### src/rtl/brtgt_calc_if.sv
// rtl/brtgt_calc_if.sv - upstream/downstream handshake bundle for the branch target calculator
interface brtgt_calc_if #(
    parameter int TAG_LEN  = 5,
    parameter int INSN_LEN = 32,
    parameter int ADDR_LEN = 32,
    parameter int DATA_LEN = 32
);
    logic                in_valid;
    logic                in_ready;
    logic [INSN_LEN-1:0] in_inst;
    logic [ADDR_LEN-1:0] in_pc;
    logic [DATA_LEN-1:0] in_brimm;
    logic [DATA_LEN-1:0] in_rs1;
    logic [TAG_LEN-1:0]  in_tag;
    logic                out_valid;
    logic                out_ready;
    logic [ADDR_LEN-1:0] out_target;
    logic [ADDR_LEN-1:0] out_link;
    logic                out_isjmp;
    logic                out_misalign;
    logic [TAG_LEN-1:0]  out_tag;

    modport master (
        output in_valid, in_inst, in_pc, in_brimm, in_rs1, in_tag, out_ready,
        input  in_ready, out_valid, out_target, out_link, out_isjmp, out_misalign, out_tag
    );

    modport slave (
        input  in_valid, in_inst, in_pc, in_brimm, in_rs1, in_tag, out_ready,
        output in_ready, out_valid, out_target, out_link, out_isjmp, out_misalign, out_tag
    );
endinterface

### src/rtl/brtgt_calc.sv
// rtl/brtgt_calc.sv - branch/jump target calculator with a two-entry skid output stage
module brtgt_calc #(
    parameter int TAG_LEN  = 5,
    parameter int INSN_LEN = 32,
    parameter int ADDR_LEN = 32,
    parameter int DATA_LEN = 32
) (
    input  logic          clk,
    input  logic          reset_x,
    input  logic          flush,
    brtgt_calc_if.slave   bus
);
    localparam logic [6:0] OPC_BRANCH = 7'b1100011;
    localparam logic [6:0] OPC_JAL    = 7'b1101111;
    localparam logic [6:0] OPC_JALR   = 7'b1100111;

    typedef struct packed {
        logic [ADDR_LEN-1:0] target;
        logic [ADDR_LEN-1:0] link;
        logic                isjmp;
        logic [TAG_LEN-1:0]  tag;
    } entry_t;

    entry_t      m_q, m_d;
    entry_t      s_q, s_d;
    logic [1:0]  count_q, count_d;
    entry_t      new_e;
    logic [ADDR_LEN-1:0] imm_a;
    logic [ADDR_LEN-1:0] jalr_sum;
    logic        acc;
    logic        dlv;
    logic        unused_inst_bits;

    assign unused_inst_bits = ^bus.in_inst[INSN_LEN-1:7];
    assign imm_a    = bus.in_brimm[ADDR_LEN-1:0];
    assign jalr_sum = bus.in_rs1[ADDR_LEN-1:0] + imm_a;

    // Ready depends only on skid occupancy and flush, never on out_ready.
    assign bus.in_ready     = (count_q != 2'd2) && !flush;
    assign bus.out_valid    = (count_q != 2'd0);
    assign bus.out_target   = m_q.target;
    assign bus.out_link     = m_q.link;
    assign bus.out_isjmp    = m_q.isjmp;
    assign bus.out_misalign = m_q.target[1];
    assign bus.out_tag      = m_q.tag;

    assign acc = bus.in_valid && bus.in_ready;
    assign dlv = bus.out_valid && bus.out_ready;

    // Decode the opcode and compute the target/link for the offered item.
    always_comb begin
        new_e        = '0;
        new_e.link   = bus.in_pc + ADDR_LEN'(4);
        new_e.tag    = bus.in_tag;
        case (bus.in_inst[6:0])
            OPC_BRANCH: new_e.target = bus.in_pc + imm_a;
            OPC_JAL: begin
                new_e.target = bus.in_pc + imm_a;
                new_e.isjmp  = 1'b1;
            end
            OPC_JALR: begin
                new_e.target = {jalr_sum[ADDR_LEN-1:1], 1'b0};
                new_e.isjmp  = 1'b1;
            end
            default: begin
                new_e.target = '0;
                new_e.isjmp  = 1'b0;
            end
        endcase
    end

    // Occupancy and M/S steering; flush empties the stage regardless of traffic.
    always_comb begin
        count_d = count_q;
        m_d     = m_q;
        s_d     = s_q;
        case (count_q)
            2'd0: begin
                if (acc) begin
                    m_d     = new_e;
                    count_d = 2'd1;
                end
            end
            2'd1: begin
                if (acc && dlv) begin
                    m_d = new_e;
                end else if (acc) begin
                    s_d     = new_e;
                    count_d = 2'd2;
                end else if (dlv) begin
                    count_d = 2'd0;
                end
            end
            default: begin
                if (dlv) begin
                    m_d     = s_q;
                    s_d     = '0;
                    count_d = 2'd1;
                end
            end
        endcase
        if (flush) begin
            count_d = 2'd0;
        end
    end

    // State registers, cleared asynchronously.
    always_ff @(posedge clk or negedge reset_x) begin
        if (!reset_x) begin
            count_q <= 2'd0;
            m_q     <= '0;
            s_q     <= '0;
        end else begin
            count_q <= count_d;
            m_q     <= m_d;
            s_q     <= s_d;
        end
    end
endmodule
### src/flat_wrapper.sv
// flat-port wrapper written by rule: the top's interface ports become plain ports
module brtgt_calc_flat 
#(
    parameter int TAG_LEN  = 5,
    parameter int INSN_LEN = 32,
    parameter int ADDR_LEN = 32,
    parameter int DATA_LEN = 32
)
  (clk, reset_x, flush, bus_in_valid, bus_in_inst, bus_in_pc, bus_in_brimm, bus_in_rs1, bus_in_tag, bus_out_ready, bus_in_ready, bus_out_valid, bus_out_target, bus_out_link, bus_out_isjmp, bus_out_misalign, bus_out_tag);
  brtgt_calc_if #(.TAG_LEN(TAG_LEN), .INSN_LEN(INSN_LEN), .ADDR_LEN(ADDR_LEN), .DATA_LEN(DATA_LEN)) bus_i ();
  input  logic clk;
  input  logic reset_x;
  input  logic flush;
  input wire logic [$bits(bus_i.in_valid)-1:0] bus_in_valid;
  input wire logic [$bits(bus_i.in_inst)-1:0] bus_in_inst;
  input wire logic [$bits(bus_i.in_pc)-1:0] bus_in_pc;
  input wire logic [$bits(bus_i.in_brimm)-1:0] bus_in_brimm;
  input wire logic [$bits(bus_i.in_rs1)-1:0] bus_in_rs1;
  input wire logic [$bits(bus_i.in_tag)-1:0] bus_in_tag;
  input wire logic [$bits(bus_i.out_ready)-1:0] bus_out_ready;
  output wire logic [$bits(bus_i.in_ready)-1:0] bus_in_ready;
  output wire logic [$bits(bus_i.out_valid)-1:0] bus_out_valid;
  output wire logic [$bits(bus_i.out_target)-1:0] bus_out_target;
  output wire logic [$bits(bus_i.out_link)-1:0] bus_out_link;
  output wire logic [$bits(bus_i.out_isjmp)-1:0] bus_out_isjmp;
  output wire logic [$bits(bus_i.out_misalign)-1:0] bus_out_misalign;
  output wire logic [$bits(bus_i.out_tag)-1:0] bus_out_tag;
  assign bus_i.in_valid = bus_in_valid;
  assign bus_i.in_inst = bus_in_inst;
  assign bus_i.in_pc = bus_in_pc;
  assign bus_i.in_brimm = bus_in_brimm;
  assign bus_i.in_rs1 = bus_in_rs1;
  assign bus_i.in_tag = bus_in_tag;
  assign bus_i.out_ready = bus_out_ready;
  assign bus_in_ready = bus_i.in_ready;
  assign bus_out_valid = bus_i.out_valid;
  assign bus_out_target = bus_i.out_target;
  assign bus_out_link = bus_i.out_link;
  assign bus_out_isjmp = bus_i.out_isjmp;
  assign bus_out_misalign = bus_i.out_misalign;
  assign bus_out_tag = bus_i.out_tag;
  brtgt_calc #(.TAG_LEN(TAG_LEN), .INSN_LEN(INSN_LEN), .ADDR_LEN(ADDR_LEN), .DATA_LEN(DATA_LEN)) u_core (.clk(clk), .reset_x(reset_x), .flush(flush), .bus(bus_i));
endmodule
### config.mk
export PLATFORM = sky130hd
export DESIGN_NAME = brtgt_calc_flat
export DESIGN_NICKNAME = d
export VERILOG_FILES = /design/src/rtl/brtgt_calc_if.sv /design/src/rtl/brtgt_calc.sv /design/src/flat_wrapper.sv
export SDC_FILE = /design/constraint.sdc
export NUM_CORES = 1
export LEC_CHECK = 0
export ABC_AREA = 1
export BUFFER_PORTS_ARGS = -buffer_cell sky130_fd_sc_hd__buf_2
export CORE_ASPECT_RATIO = 0.7
export CORE_MARGIN = 1
export CORE_UTILIZATION = 30
export CTS_BUF_LIST = sky130_fd_sc_hd__clkbuf_8
export CTS_CLUSTER_DIAMETER = 80
export DETAILED_ROUTE_END_ITERATION = 6
export MAX_ROUTING_LAYER = met4
export PLACE_DENSITY_LB_ADDON = 0.2
export SETUP_SLACK_MARGIN = 0.15
export SLEW_MARGIN = 25
export SYNTH_ARGS = -nofsm -noshare
export SYNTH_HDL_FRONTEND = slang
export SYNTH_SLANG_ARGS = --single-unit
### constraint.sdc
create_clock -name clk -period 1.75 [get_ports clk]
set_input_delay 0.35 -clock clk [delete_from_list [all_inputs] [get_ports clk]]
set_output_delay 0.35 -clock clk [all_outputs]
set_load 0.1 [all_outputs]
==> results.toml <==
[placement]
post-place-ws_ns = -0.797
place_hpwl_um = 38100
place_area_um2 = 15700
gp_congestion = 0.928
io_buffers = 185

[cells_and_area]
antenna_cells = 0
nets = 2622
multiInputGateArea_um2 = 8560
fin_area_um2 = 18800
ff_latch_area_um2 = 3560
fin_util = 0.489
layout_common_cells = "nand2_1 (618), buf_4 (358), inv_1 (300)"
syn_to_final_growth_pct = 60.1
drive_gt1_frac = 0.380
final_common_cell = "nand2_1"
fill_cells = 3947

[logic_synthesis]
ys_seq_area_frac = 0.302
synth.ff_latch_count = 142
yosysWarningCount = 0
postSynthCellCount = 1921
synth.cell_area_um2 = 11800
ys_async_sr_fraction = 1.00
syn-num-nets = 2123
synth-edff-count = 0
syn_area_per_cell_um2 = 6.13
ys_types = 41
synth_top_area_share = 0.302
synth.largest_area_cell = "dfrtp_1"
ys.flop_type = "dfrtp_1"
synthTopCellsByArea = "dfrtp_1 (30%), nand2_1 (24%), inv_1 (10%), ha_1 (6.6%), a21oi_1 (5.1%)"

[critical_path]
cp_top_family = "flip-flops"
critPathMaxFanout = 4
critPathBufInv = 2
cp.arrival_ns = 1.48
slowest_stage = "dfrtp_4"
start_kind = "flip-flop"
crit_type = "reg2out"
crit_chain = "a21oi_4, buf_6, buf_12"
critical_path_required_ns = 1.40
crit_path_end_kind = "output port"
cpPeakStageDelay_ns = 0.53

[global_route]
grt_max_degree = 79
grt_usage = 0.262
grt_pass1_vias = 13500
grt_overflow_total = 0
antenna_found_initial = 0
grt_first_pass_wirelength_um = 77800

[run]
drv_cap = 0

[sta]
period_minus_slack_ns = 1.83
fmax_ghz = 0.546
setup_violations = 68
min_period_over_period = 1.05
relSlewSlack = 0.657
rsz0062_at_grt = "true"
worstMarginPinSlew_ns = 0.514
fin_setup_tns_ns = -2.19
final_hold_viol_count = 0
fin_skew_ns = 0.0202
maxSlewViolCount = 0
layout_setup_ws_ns = -0.0818

[die]
die-width_um = 239
io_pins = 211
core_um2 = 38500
die_area_um2 = 40000
fp.dieH_um = 168
core.rowCount = 60
start_util = 0.306

[cts]
cts_tree = "built"
cts_root_buf = "clkbuf_8"
clk-insertion-delay-late_ns = 0.47
numCtsBuffers = 17
clk_pin_slew_ns = 0.08
clk_path_buf_depth = 2
cts.sinks = 142
cts.htree.levels = 4

[route]
drtIter0Drc = 941
wire_per_inst_um = 17.1
viasPerCell = 4.74
dr.pass1.iters = 5
num_vias = 14000
postRouteAntennaNets = 0
drt_drc_violations_left = 0
finalWirelength_um = 50700

[power_and_ir_drop]
max-vdd-ir-drop_mv = 0.690
p_per_area_nw_per_um2 = 831
power.leakage_nw = 10.1

[run_status]
status = "finished, violations left"
failed_checks = "negative setup slack"

[min_path]
min-delay-path-class = "in2reg"
==> worst reg2reg max path: cells and delay by family (launching register included) <==
kind / cells / cell delay (ns)
and+or+nand+nor: 3 / 0.38
AOI/OAI and AO/OA: 2 / 0.27
DFF: 1 / 0.53
buffers and inverters: 4 / 0.53
==> per-layer routing <==
| layer | vias to the layer above | share of wire | track usage |
|---|---|---|---|
| li1 | 7044 | - | - |
| met1 | 6587 | 0.50 | 0.382 |
| met2 | 373 | 0.43 | 0.388 |
| met3 | 28 | 0.062 | 0.0343 |
| met4 | 0 | 0.0088 | 0.0385 |
| met5 | - | 0 | - |
==> report_power, final <==
part / total, W / switching (W) / internal (W)
Clock: 0.00305 / 0.00137 / 0.00168
Sequential: 0.00445 / 0.000437 / 0.00401
Combinational: 0.00817 / 0.00550 / 0.00267
Total: 0.0157 / 0.00731 / 0.00836
==> per-stage QoR <==
stage / total power (W) / cells / hold WS (ns)
after floorplan: 0.00931 / 1921 / 0.0544
after global placement: 0.0114 / 2879 / 0.267
final: 0.0157 / 2960 / 0.0964
after global routing: 0.0165 / 2960 / 0.0757
after detailed placement: 0.0114 / 2879 / 0.269
after CTS: 0.0154 / 2945 / 0.0655
==> registers in the layout, summed over array words and instances (netlist names) <==
| register | count |
|---|---|
| u_core.s_q | 70 |
| u_core.bus.out_isjmp | 1 |
| u_core.bus.out_target | 32 |
| u_core.bus.out_link | 32 |
| u_core.bus.out_tag | 5 |
| u_core.count_q | 2 |
==> cell usage after synthesis, types with 13 or more instances <==
master    instances
buf_2            17
a21oi_1         119
nor2_1          131
dfrtp_1         142
xor2_1           18
nor3_1           28
a22o_1           15
ha_1             62
nand2_1         742
nand4_1          13
o21ai_0          75
clkbuf_1         26
nand3_1         117
inv_1           314
==> path summary, 6_finish.rpt <==
| kind | from | to | slack (ns) | cells after the start |
|---|---|---|---|---|
| max in group asynchronous | reset_x | u_core.count_q[0] | 0.84 | 3 |
| min reg2reg | u_core.s_q[3] | u_core.s_q[3] | 0.48 | 2 |
| min | bus_in_tag[1] | u_core.s_q[1] | 0.1 | 3 |
| min in group asynchronous | reset_x | u_core.s_q[45] | 0.33 | 2 |
| max | u_core.count_q[1] | bus_in_ready | -0.08 | 3 |
| max reg2reg | u_core.count_q[1] | u_core.s_q[31] | -0.08 | 9 |
==> area by class of cell <==
| type | instances | share of cell area |
|---|---|---|
| inverter | 319 | 0.0655 |
| timing repair buffer | 529 | 0.231 |
| timing repair inverter | 1 | 0.00106 |
| tap | 527 | 0.0350 |
| sequential | 142 | 0.189 |
| multi-input combinational | 1410 | 0.454 |
| clock buffer | 20 | 0.0146 |
| clock inverter | 12 | 0.00976 |
==> timing repair <==
item                                    in CTS  in global routing
setup buffers                               24                 11
hold buffers                                 1                  0
gates resized for setup                    405                110
pin swaps                                   94                 22
endpoints found under the setup margin     192                150
hold endpoints to repair                    28                  0
cloned                                       9                  4
==> cells by family (layout without fill, tap and decap cells) <==
logic type	Yosys count	in the layout	share of synthesized area
xor gates and xnor gates	26	26	0.0193
AOI/OAI and AO/OA	256	256	0.122
and+or+nand+nor	1064	1064	0.367
adders and majority gates	64	64	0.0693
buffers and inverters	369	881	0.120
DFF	142	142	0.302
Note: power is estimated with default switching activity, not from simulation.
